===== src/rtl/fp32_pkg.sv =====
// Shared FP32 definitions for the multiplier / accumulator pipeline:
// field widths, special encodings, the accumulator state enum and unpack helpers.
package fp32_pkg;

  localparam int EXP_W   = 8;
  localparam int FRAC_W  = 23;
  localparam int MAN_W   = FRAC_W + 1;
  localparam int BIAS    = 127;
  localparam int EXP_MAX = 255;

  localparam logic [31:0] QNAN = 32'h7FC0_0000;
  localparam logic [31:0] PINF = 32'h7F80_0000;

  typedef enum logic [2:0] {
    IDLE  = 3'd0,
    ALIGN = 3'd1,
    ADD   = 3'd2,
    NORM  = 3'd3,
    OUT   = 3'd4
  } state_t;

  function automatic logic is_nan(input logic [31:0] v);
    return (v[30:23] == 8'hFF) && (v[22:0] != 23'd0);
  endfunction

  function automatic logic is_inf(input logic [31:0] v);
    return (v[30:23] == 8'hFF) && (v[22:0] == 23'd0);
  endfunction

  // Denormals and zeros carry no hidden bit and are flushed to a zero mantissa.
  function automatic logic [MAN_W-1:0] unpack_man(input logic [31:0] v);
    return (v[30:23] != 8'd0) ? {1'b1, v[22:0]} : 24'd0;
  endfunction

endpackage


===== src/rtl/fp_lzc24.sv =====
// Combinational 24-bit leading-zero counter; an all-zero input reports 24.
module fp_lzc24 (
  input  logic [23:0] data,
  output logic [4:0]  count
);

  // Highest set bit wins because it is visited last.
  always_comb begin
    count = 5'd24;
    for (int i = 0; i < 24; i++) begin
      count = data[i] ? 5'(23 - i) : count;
    end
  end

endmodule


===== src/rtl/fp_accumulator.sv =====
// Multi-cycle FP32 packet accumulator: align, add, normalize per element,
// then hold the truncated packet sum until the consumer takes it.
module fp_accumulator
  import fp32_pkg::*;
#(
  parameter int CNT_W = 16
) (
  input  logic             clk,
  input  logic             rst_n,
  input  logic [31:0]      in_data,
  input  logic             in_valid,
  input  logic             in_last,
  output logic             in_ready,
  output logic [31:0]      out_data,
  output logic [CNT_W-1:0] out_count,
  output logic             out_valid,
  input  logic             out_ready
);

  state_t             state_r, state_nx;
  logic               accept_s;
  logic               in_ready_r, out_valid_r;
  logic [31:0]        out_data_r;
  logic [CNT_W-1:0]   out_count_r;

  logic [31:0]        acc_r, op_r;
  logic               last_r;
  logic [CNT_W-1:0]   cnt_r;
  logic [MAN_W-1:0]   m_big_r, m_small_r;
  logic [EXP_W-1:0]   exp_r;
  logic               s_big_r, s_small_r;
  logic               special_r;
  logic [31:0]        special_val_r;
  logic [MAN_W:0]     sum_r;
  logic               sign_r;

  logic [EXP_W-1:0]   big_exp_s, small_exp_s, diff_s;
  logic [MAN_W-1:0]   big_man_s, small_man_s, small_sh_s;
  logic               big_sign_s, small_sign_s;
  logic               sp_s;
  logic [31:0]        sp_val_s;
  logic [MAN_W:0]     add_sum_s;
  logic               add_sign_s;
  logic [4:0]         lzc_s;
  logic signed [9:0]  norm_exp_s;
  logic [MAN_W-1:0]   norm_man_s;
  logic [31:0]        norm_res_s;

  assign accept_s  = in_valid & in_ready_r;
  assign in_ready  = in_ready_r;
  assign out_valid = out_valid_r;
  assign out_data  = out_data_r;
  assign out_count = out_count_r;

  // Next-state logic for the per-element sequence.
  always_comb begin
    state_nx = state_r;
    case (state_r)
      IDLE:    state_nx = accept_s ? ALIGN : IDLE;
      ALIGN:   state_nx = ADD;
      ADD:     state_nx = NORM;
      NORM:    state_nx = last_r ? OUT : IDLE;
      OUT:     state_nx = out_ready ? IDLE : OUT;
      default: state_nx = IDLE;
    endcase
  end

  // Operand ordering, barrel alignment and special-value detection.
  always_comb begin
    if (op_r[30:23] > acc_r[30:23]) begin
      big_exp_s    = op_r[30:23];
      big_man_s    = unpack_man(op_r);
      big_sign_s   = op_r[31];
      small_exp_s  = acc_r[30:23];
      small_man_s  = unpack_man(acc_r);
      small_sign_s = acc_r[31];
    end else begin
      big_exp_s    = acc_r[30:23];
      big_man_s    = unpack_man(acc_r);
      big_sign_s   = acc_r[31];
      small_exp_s  = op_r[30:23];
      small_man_s  = unpack_man(op_r);
      small_sign_s = op_r[31];
    end
    diff_s = big_exp_s - small_exp_s;
    if (diff_s >= 8'd24) begin
      small_sh_s = 24'd0;
    end else begin
      small_sh_s = small_man_s >> diff_s;
    end

    if (is_nan(op_r) || is_nan(acc_r)) begin
      sp_s     = 1'b1;
      sp_val_s = QNAN;
    end else if (is_inf(op_r) && is_inf(acc_r)) begin
      sp_s     = 1'b1;
      sp_val_s = (op_r[31] != acc_r[31]) ? QNAN : acc_r;
    end else if (is_inf(acc_r)) begin
      sp_s     = 1'b1;
      sp_val_s = acc_r;
    end else if (is_inf(op_r)) begin
      sp_s     = 1'b1;
      sp_val_s = op_r;
    end else begin
      sp_s     = 1'b0;
      sp_val_s = 32'h0000_0000;
    end
  end

  // Signed-magnitude add: result takes the sign of the larger magnitude.
  always_comb begin
    if (s_big_r == s_small_r) begin
      add_sum_s  = {1'b0, m_big_r} + {1'b0, m_small_r};
      add_sign_s = s_big_r;
    end else if (m_big_r >= m_small_r) begin
      add_sum_s  = {1'b0, m_big_r} - {1'b0, m_small_r};
      add_sign_s = s_big_r;
    end else begin
      add_sum_s  = {1'b0, m_small_r} - {1'b0, m_big_r};
      add_sign_s = s_small_r;
    end
  end

  fp_lzc24 u_lzc (
    .data  (sum_r[MAN_W-1:0]),
    .count (lzc_s)
  );

  // Normalization, overflow to infinity and underflow flush.
  always_comb begin
    if (sum_r[MAN_W]) begin
      norm_man_s = sum_r[MAN_W:1];
      norm_exp_s = $signed({2'b00, exp_r}) + 10'sd1;
    end else begin
      norm_man_s = sum_r[MAN_W-1:0] << lzc_s;
      norm_exp_s = $signed({2'b00, exp_r}) - $signed({5'b00000, lzc_s});
    end

    if (special_r) begin
      norm_res_s = special_val_r;
    end else if (!norm_man_s[MAN_W-1]) begin
      norm_res_s = 32'h0000_0000;
    end else if (norm_exp_s >= 10'(EXP_MAX)) begin
      norm_res_s = {sign_r, 8'hFF, 23'd0};
    end else if (norm_exp_s <= 10'sd0) begin
      norm_res_s = 32'h0000_0000;
    end else begin
      norm_res_s = {sign_r, norm_exp_s[7:0], norm_man_s[FRAC_W-1:0]};
    end
  end

  // FSM state register.
  always_ff @(posedge clk or negedge rst_n) begin
    if (!rst_n) begin
      state_r <= IDLE;
    end else begin
      state_r <= state_nx;
    end
  end

  // Datapath registers, each stage loading only in its own state.
  always_ff @(posedge clk or negedge rst_n) begin
    if (!rst_n) begin
      acc_r         <= 32'h0000_0000;
      op_r          <= 32'h0000_0000;
      last_r        <= 1'b0;
      cnt_r         <= '0;
      m_big_r       <= 24'd0;
      m_small_r     <= 24'd0;
      exp_r         <= 8'd0;
      s_big_r       <= 1'b0;
      s_small_r     <= 1'b0;
      special_r     <= 1'b0;
      special_val_r <= 32'h0000_0000;
      sum_r         <= 25'd0;
      sign_r        <= 1'b0;
    end else begin
      case (state_r)
        IDLE: begin
          if (accept_s) begin
            op_r   <= in_data;
            last_r <= in_last;
            cnt_r  <= (cnt_r == '1) ? cnt_r : cnt_r + CNT_W'(1);
          end
        end
        ALIGN: begin
          m_big_r       <= big_man_s;
          m_small_r     <= small_sh_s;
          exp_r         <= big_exp_s;
          s_big_r       <= big_sign_s;
          s_small_r     <= small_sign_s;
          special_r     <= sp_s;
          special_val_r <= sp_val_s;
        end
        ADD: begin
          sum_r  <= add_sum_s;
          sign_r <= add_sign_s;
        end
        NORM: begin
          acc_r <= norm_res_s;
        end
        OUT: begin
          if (out_ready) begin
            acc_r <= 32'h0000_0000;
            cnt_r <= '0;
          end
        end
        default: begin
          acc_r <= 32'h0000_0000;
          cnt_r <= '0;
        end
      endcase
    end
  end

  // Registered handshake and result outputs.
  always_ff @(posedge clk or negedge rst_n) begin
    if (!rst_n) begin
      in_ready_r  <= 1'b0;
      out_valid_r <= 1'b0;
      out_data_r  <= 32'h0000_0000;
      out_count_r <= '0;
    end else begin
      in_ready_r  <= (state_nx == IDLE);
      out_valid_r <= (state_nx == OUT);
      if ((state_r == NORM) && last_r) begin
        out_data_r  <= norm_res_s;
        out_count_r <= cnt_r;
      end else if ((state_r == OUT) && out_ready) begin
        out_data_r  <= 32'h0000_0000;
        out_count_r <= '0;
      end else begin
        out_data_r  <= out_data_r;
        out_count_r <= out_count_r;
      end
    end
  end

endmodule

===== config.mk =====
export PLATFORM = sky130hd
export DESIGN_NAME = fp_accumulator
export DESIGN_NICKNAME = d
export VERILOG_FILES = /design/src/rtl/fp32_pkg.sv /design/src/rtl/fp_lzc24.sv /design/src/rtl/fp_accumulator.sv
export SDC_FILE = /design/constraint.sdc
export NUM_CORES = 1
export LEC_CHECK = 0
export CORE_ASPECT_RATIO = 1.75
export CORE_UTILIZATION = 30
export DETAILED_ROUTE_END_ITERATION = 12
export PLACE_DENSITY = 0.52
export SYNTH_ARGS = -nofsm -noshare
export SYNTH_HDL_FRONTEND = slang
export SYNTH_SLANG_ARGS = --single-unit

===== constraint.sdc =====
create_clock -name clk -period 10.2 [get_ports clk]
set_clock_uncertainty 0.1 [all_clocks]
set_input_delay 1.02 -clock clk [delete_from_list [all_inputs] [get_ports clk]]
set_output_delay 1.02 -clock clk [all_outputs]
set_load 0.005 [all_outputs]

* After elaboration in Yosys (flattened, before gate mapping)
Cells that the tools add are included.
Cells by class: add/sub/neg operators 7, multiply operators 0, div/mod/pow operators 0, order comparisons 5, equality and inequality tests 13, shifts and indexed selects 2, multiplexer cells 66, bitwise operators 3, reduce and logical (&&, ||, !) cells 22
Operators by type and width (number):
- 32-bit two-way mux | 12
- 24-bit two-way mux | 6
- 5-bit two-way mux | 23
- 32-bit case mux with 3 select lines | 1
- 16-bit two-way mux | 5
- 25-bit two-way mux | 2
- 24-bit by 24-bit subtractor with 25-bit output | 2
- 16-bit case mux with 3 select lines | 1
- 23-bit zero test | 2
- 23-bit nonzero test | 2
- 24-bit by 24-bit adder with 25-bit output | 1
- 24-bit greater-or-equal comparator | 1
- 24-bit by 5-bit << shifter with 24-bit output | 1
- 24-bit by 8-bit right shift with 24-bit output | 1
- 16-bit by 1-bit adder with 16-bit output, second input constant | 1
- 16-bit == test, second input constant | 1
- 8-bit == test, second input constant | 2
- 8-bit two-way mux | 2
- 8-bit nonzero test | 2
- 3-bit case mux with 5 select lines | 1
- 10-bit by 9-bit greater-or-equal comparator with 1-bit output, second input constant | 1
- 10-bit by 1-bit <= comparator with 1-bit output, second input constant | 1
- 10-bit two-way mux | 1
- 8-bit by 1-bit adder with 9-bit output, second input constant | 1
- 22 further kinds | 45
Word-level totals: register bits 251, latch bits 0, bits in writable memories 0, ROM bits 0, input port bits 37, output and inout port bits 50, logic and storage cells 136, memories 0

* Logic depth before layout (Yosys ltp)
depth in word-level cells 32, mapped depth 23, gate-level depth less buffers 19

* By module
From an unflattened synthesis, not the netlist that was laid out.
Unflattened totals: cells, all modules 2052, area, all modules 17915.9 um^2
Modules (own cells, without submodules):
- fp_accumulator | instances 1, cells an instance 2004, area each 17650.7 um^2, seq. area each 6281.0 um^2
- fp_lzc24 | instances 1, cells an instance 48, area each 265.3 um^2, seq. area each 0.0 um^2

* Worst setup path after synthesis
Ideal clock, no wire load.
kind flip-flop to flip-flop, start register acc_r[24], end register m_small_r[0], library setup time 121 ps, arrival time 4786 ps, required time 9979 ps, slack 5193 ps, stages on the path, launching flop included 21, buffers on the path 7, clock period less this slack 5007 ps, cells stage by stage dfrtp_1 > inv_1 > ha_1 > nor2b_1 > o21bai_1 > a21oi_4 > a21oi_2 > buf_6 > buf_4 > buf_2 > buf_1 > o21a_1 > ha_1 > clkbuf_1 > inv_1 > clkbuf_1 > clkbuf_1 > mux2i_1 > mux2i_1 > a221o_1 > a22o_1
Between the ends: cells in the longest elaborated chain, start to end 5, elaborated cells on any way between the ends 10, classes of those cells 1 x add/sub; 2 x order compare; 1 x shift; 5 x mux; 1 x reduce/logical
RTL lines:
- start, declared | RTL line fp_accumulator.sv:26 | logic [31:0] acc_r, op_r;
- start signal, assigned | RTL line fp_accumulator.sv:200 | acc_r <= norm_res_s;
- 8-bit greater-than comparator / 8-bit nonzero test (equally long branches) | RTL line fp_accumulator.sv:70, fp32_pkg.sv:32
- 8-bit two-way mux / 24-bit two-way mux (equally long branches) | RTL line fp_accumulator.sv:70, fp32_pkg.sv:32
- 8-bit subtractor / 24-bit two-way mux (equally long branches) | RTL line fp_accumulator.sv:85, fp_accumulator.sv:70
- 24-bit by 8-bit right shift with 24-bit output / 8-bit by 5-bit greater-or-equal comparator with 1-bit output (equally long branches) | RTL line fp_accumulator.sv:89, fp_accumulator.sv:86
- 24-bit two-way mux (*) | RTL line fp_accumulator.sv:86 | if (diff_s >= 8'd24) begin
- end signal, assigned | RTL line fp_accumulator.sv:188 | m_small_r <= small_sh_s;
- end, declared | RTL line fp_accumulator.sv:29 | logic [MAN_W-1:0] m_big_r, m_small_r;
Mark *: on every way between the ends. The rest lies on a longest branch, timed or not. A chain may end at the register's enable or synchronous reset.

* Worst setup path after layout
start register acc_r[25], end register m_small_r[0]
The elaborated chain is that of the path after synthesis.

==> results.txt <==
----------------------------------------------------
[Route]
  Top routing layer in use ... met4
  Post-detailed-route DRC marker count ... 0
  DR WL/cell ... 25.8 um
  Routed met2 length ... between 30 and 40 mm
  Detailed-route vias per instance ... between 5 and 6
  Pre-Repair DR Iteration Count ... 5
  Final ANT Viol Nets ... 0
  Detailed-routed wire length on met3 ... between 2 and 3 mm
  M1 wire length ... between 20 and 30 mm
  Final wirelength ... approximately 75 mm
  Total via count after detailed routing ... around 17000
  Number of DRC violations after detailed-routing iteration 0 ... around 1100

[Outcome]
  Outcome ... finished clean

[GRT]
  Antenna violations before repair ... 1
  Grt ovf ... 0
  All-layer global routing usage ... 24.1%
  Vias in the first global route ... 17600
  Global-route wire length before repair ... approximately 110 mm
  Pin count of the biggest net entering global routing ... 139

[Yosys]
  Library cell with the highest instance count after synthesis ... dfrtp_1
  Largest cells by area after synthesis ... dfrtp_1 (34%), ha_1 (6.1%), mux2i_1 (4.2%)
  Register area share after synthesis ... 34.1%
  Number of flip-flops and latches in the synthesized netlist ... between 200 and 300
  Synthesized netlist net count ... roughly 2200
  Async set-reset flop share out of synthesis ... 100%
  Most frequent cells after synthesis ... dfrtp_1 (251), nand2_1 (195), nor2_1 (167)
  Synth Cell Area ... about 18000 um^2
  Synthesis warning total ... 0
  Number of flops mapped to enable cells by yosys ... 0
  Syn Inst Count ... approximately 2100
  Average instance area after synthesis ... 8.71 um^2
  Yosys top cell area share ... around 34%
  Most used flip-flop cell after synthesis ... dfrtp_1
  Cell taking the most area after synthesis ... dfrtp_1
  Unique masters post-synth ... 95

[Setup path]
  Reg2Reg Setup Slack ... around 4.4 ns
  Last element of the critical path ... m_small_r[0]$_DFFE_PN0P_
  Reg-to-reg startpoint ... acc_r[25]$_DFFE_PN0P_
  Critical setup path kind ... reg -> reg
  R2R depth ... 16
  Critical path endpoint category ... flop
  Worst Setup SP ... acc_r[25]$_DFFE_PN0P_
  Worst Setup Start Kind ... flop
  Endpoint required time on the critical path ... 10.61 ns
  Biggest fanout along the worst timing path ... 58
  Worst reg2reg endpoint ... m_small_r[0]$_DFFE_PN0P_
  Crit path arrival time ... roughly 6.2 ns

[Flow run]
  Maximum Capacitance Violations ... 0

[CTS]
  Clock latency of the later-clocked register in the worst-skew pair ... just under 0.6 ns
  Post-CTS setup-driven buffer insertion count ... 0
  Total number of clock tree sinks ... ~250
  Clock tree from TritonCTS ... built
  CTS root buf ... clkbuf_16
  Htree depth ... 1
  Post-cts repair resize count ... 0
  CTS Hold Bufs ... 0
  CTS Buf Count ... 25
  Clock edge transition at the registers on the reported setup and hold paths ... roughly 0.070 ns
  Clock buffer depth ... 3

[Final layout]
  Number of standard cells in the layout, taps in and fillers out ... approximately 2900
  Area overhead of the layout relative to synthesis ... 13.4%
  Total Nets Final ... approximately 2300
  Filler cell count ... between 6000 and 7000
  Layout cells sized above 1 ... approximately 9%

[Floorplanning]
  Core Box Area ... approximately 60000 um^2
  Die H ... roughly 330 um
  Initial core utilization ... between 30 and 40%
  Die area ... 62400 um^2
  Count of pins on the block boundary ... 87
  # rows ... between 100 and 150
  Die Span X ... approximately 190 um

[Place]
  Placed cell count ... 2878
  Last weighted congestion value of the routability-driven placer ... between 0.9 and 1
  HPWL reported at the end of detailed placement ... 58.1 mm
  # port buffers ... 86

[STA]
  Share of the cycle needed by the critical path after routing ... a little under three fifths
  Headroom to the max-slew limit ... about 16%
  Final Setup Violations ... 0
  Final number of hold-violating endpoints ... 0
  Maximum achievable frequency ... ~170 MHz
  Count of pins over their slew limit ... 0
  Aggregate negative setup slack ... 0 ns
  Unrepaired setup endpoints after global routing ... false
  Final Critical Period ... just under 6 ns
  Slew @ Worst Pin ... roughly 1.3 ns

[Worst hold path]
  Class of the tightest hold or removal check ... reg -> reg

----------------------------------------------------
## per-stage QoR
step / area, um^2 / utilization (%) / setup WS (ns) / hold WS [ns]
2_1_floorplan: 18400 / - / 5.19 / 0.351
3_3_place_gp: 20000 / 33.1 / 4.44 / 0.379
3_5_place_dp: 20000 / 33.1 / 4.46 / 0.383
4_1_cts: 20900 / 34.6 / 4.43 / 0.399
5_1_grt: 20900 / 34.6 / 3.91 / 0.407
6_report: 20900 / 34.6 / 4.37 / 0.397
## worst max-delay path: stages (launching register included)
cell,delay [ns]
dfrtp_1,0.49
inv_1,0.10
ha_1,0.59
nand4_4,0.30
nor2_8,0.24
nor2_4,0.10
a21oi_4,0.12
buf_4,0.60
o21a_1,0.24
ha_1,0.53
inv_1,0.68
or3_1,0.54
o221ai_1,0.11
mux2i_1,0.15
a2111oi_0,0.52
a221o_1,0.18
a22o_1,0.12
## cells in the final DEF (no fill, tap or decap), drive strengths merged, types with 20 or more instances in the layout
| master | netlist | final |
|---|---|---|
| dfrtp | 251 | 251 |
| nand2 | 197 | 197 |
| nor2 | 169 | 169 |
| o21ai | 156 | 156 |
| a21oi | 133 | 133 |
| inv | 105 | 108 |
| ha | 90 | 90 |
| clkdlybuf4s50 | 0 | 85 |
| mux2i | 77 | 77 |
| a22oi | 68 | 68 |
| mux2 | 57 | 57 |
| nand3 | 48 | 48 |
| and2 | 41 | 41 |
| a221oi | 35 | 35 |
| nor3 | 34 | 34 |
| o31ai | 33 | 33 |
| nor4 | 29 | 29 |
| buf | 34 | 29 |
| a31oi | 28 | 28 |
| clkbuf | 103 | 27 |
| nand4 | 26 | 26 |
| xnor2 | 26 | 26 |
| or3 | 24 | 24 |
| a22o | 24 | 24 |
| a211oi | 22 | 22 |
| nor2b | 21 | 21 |
| o21a | 20 | 20 |
| xor2 | 20 | 20 |
## worst min path at each step
stage | from | to | slack, ns | depth (start not counted)
after floorplan | special_val_r[31]$_DFFE_PN0P_ | special_val_r[31]$_DFFE_PN0P_ | 0.35 | 2
after global placement | special_val_r[31]$_DFFE_PN0P_ | special_val_r[31]$_DFFE_PN0P_ | 0.38 | 2
after detailed placement | out_data[26]$_DFFE_PN0P_ | out_data[26]$_DFFE_PN0P_ | 0.38 | 1
after CTS | special_val_r[31]$_DFFE_PN0P_ | special_val_r[31]$_DFFE_PN0P_ | 0.40 | 2
after global routing | out_data[31]$_DFFE_PN0P_ | out_data[31]$_DFFE_PN0P_ | 0.41 | 1
final | out_count[10]$_DFFE_PN0P_ | out_count[10]$_DFFE_PN0P_ | 0.40 | 2
## kinds of logic after synthesis
logic type | Yosys count | share of synthesized area, %
flip-flops | 251 | 34.1
multiplexers | 142 | 8.65
AND/OR/NAND/NOR | 647 | 17.2
AO/OA/AOI/OAI | 692 | 26.0
XOR/XNOR | 46 | 2.23
adder cells (fa/ha/maj) | 94 | 6.55
buffers and inverters | 243 | 5.30
## registers in the layout, summed over array words and instances, names as in the netlist, 3 cells and up
name / flops
m_big_r: 24
sum_r: 25
exp_r: 8
m_small_r: 24
op_r: 32
cnt_r: 16
special_val_r: 32
state_r: 3
out_count: 16
acc_r: 32
out_data: 32
## metal layers
layer,track usage [%],up-vias
met5,0,-
met4,18.0,0
met3,2.42,223
met2,44.0,567
met1,25.5,8549
li1,-,7840
## final cells by class
cell class / instances / area (um^2) / area share (%)
clock buffer: 27 / 643 / 3.08
multi-input combinational: 1621 / 11200 / 53.8
antenna: 2 / 5.00 / 0.0240
tap: 786 / 983 / 4.71
clock inverter: 19 / 259 / 1.24
sequential: 251 / 6280 / 30.1
inverter: 106 / 398 / 1.90
timing repair buffer: 114 / 1090 / 5.21
Power is not shown: default switching activity piles up to over one toggle a cycle in this logic, so the estimate is an artifact.
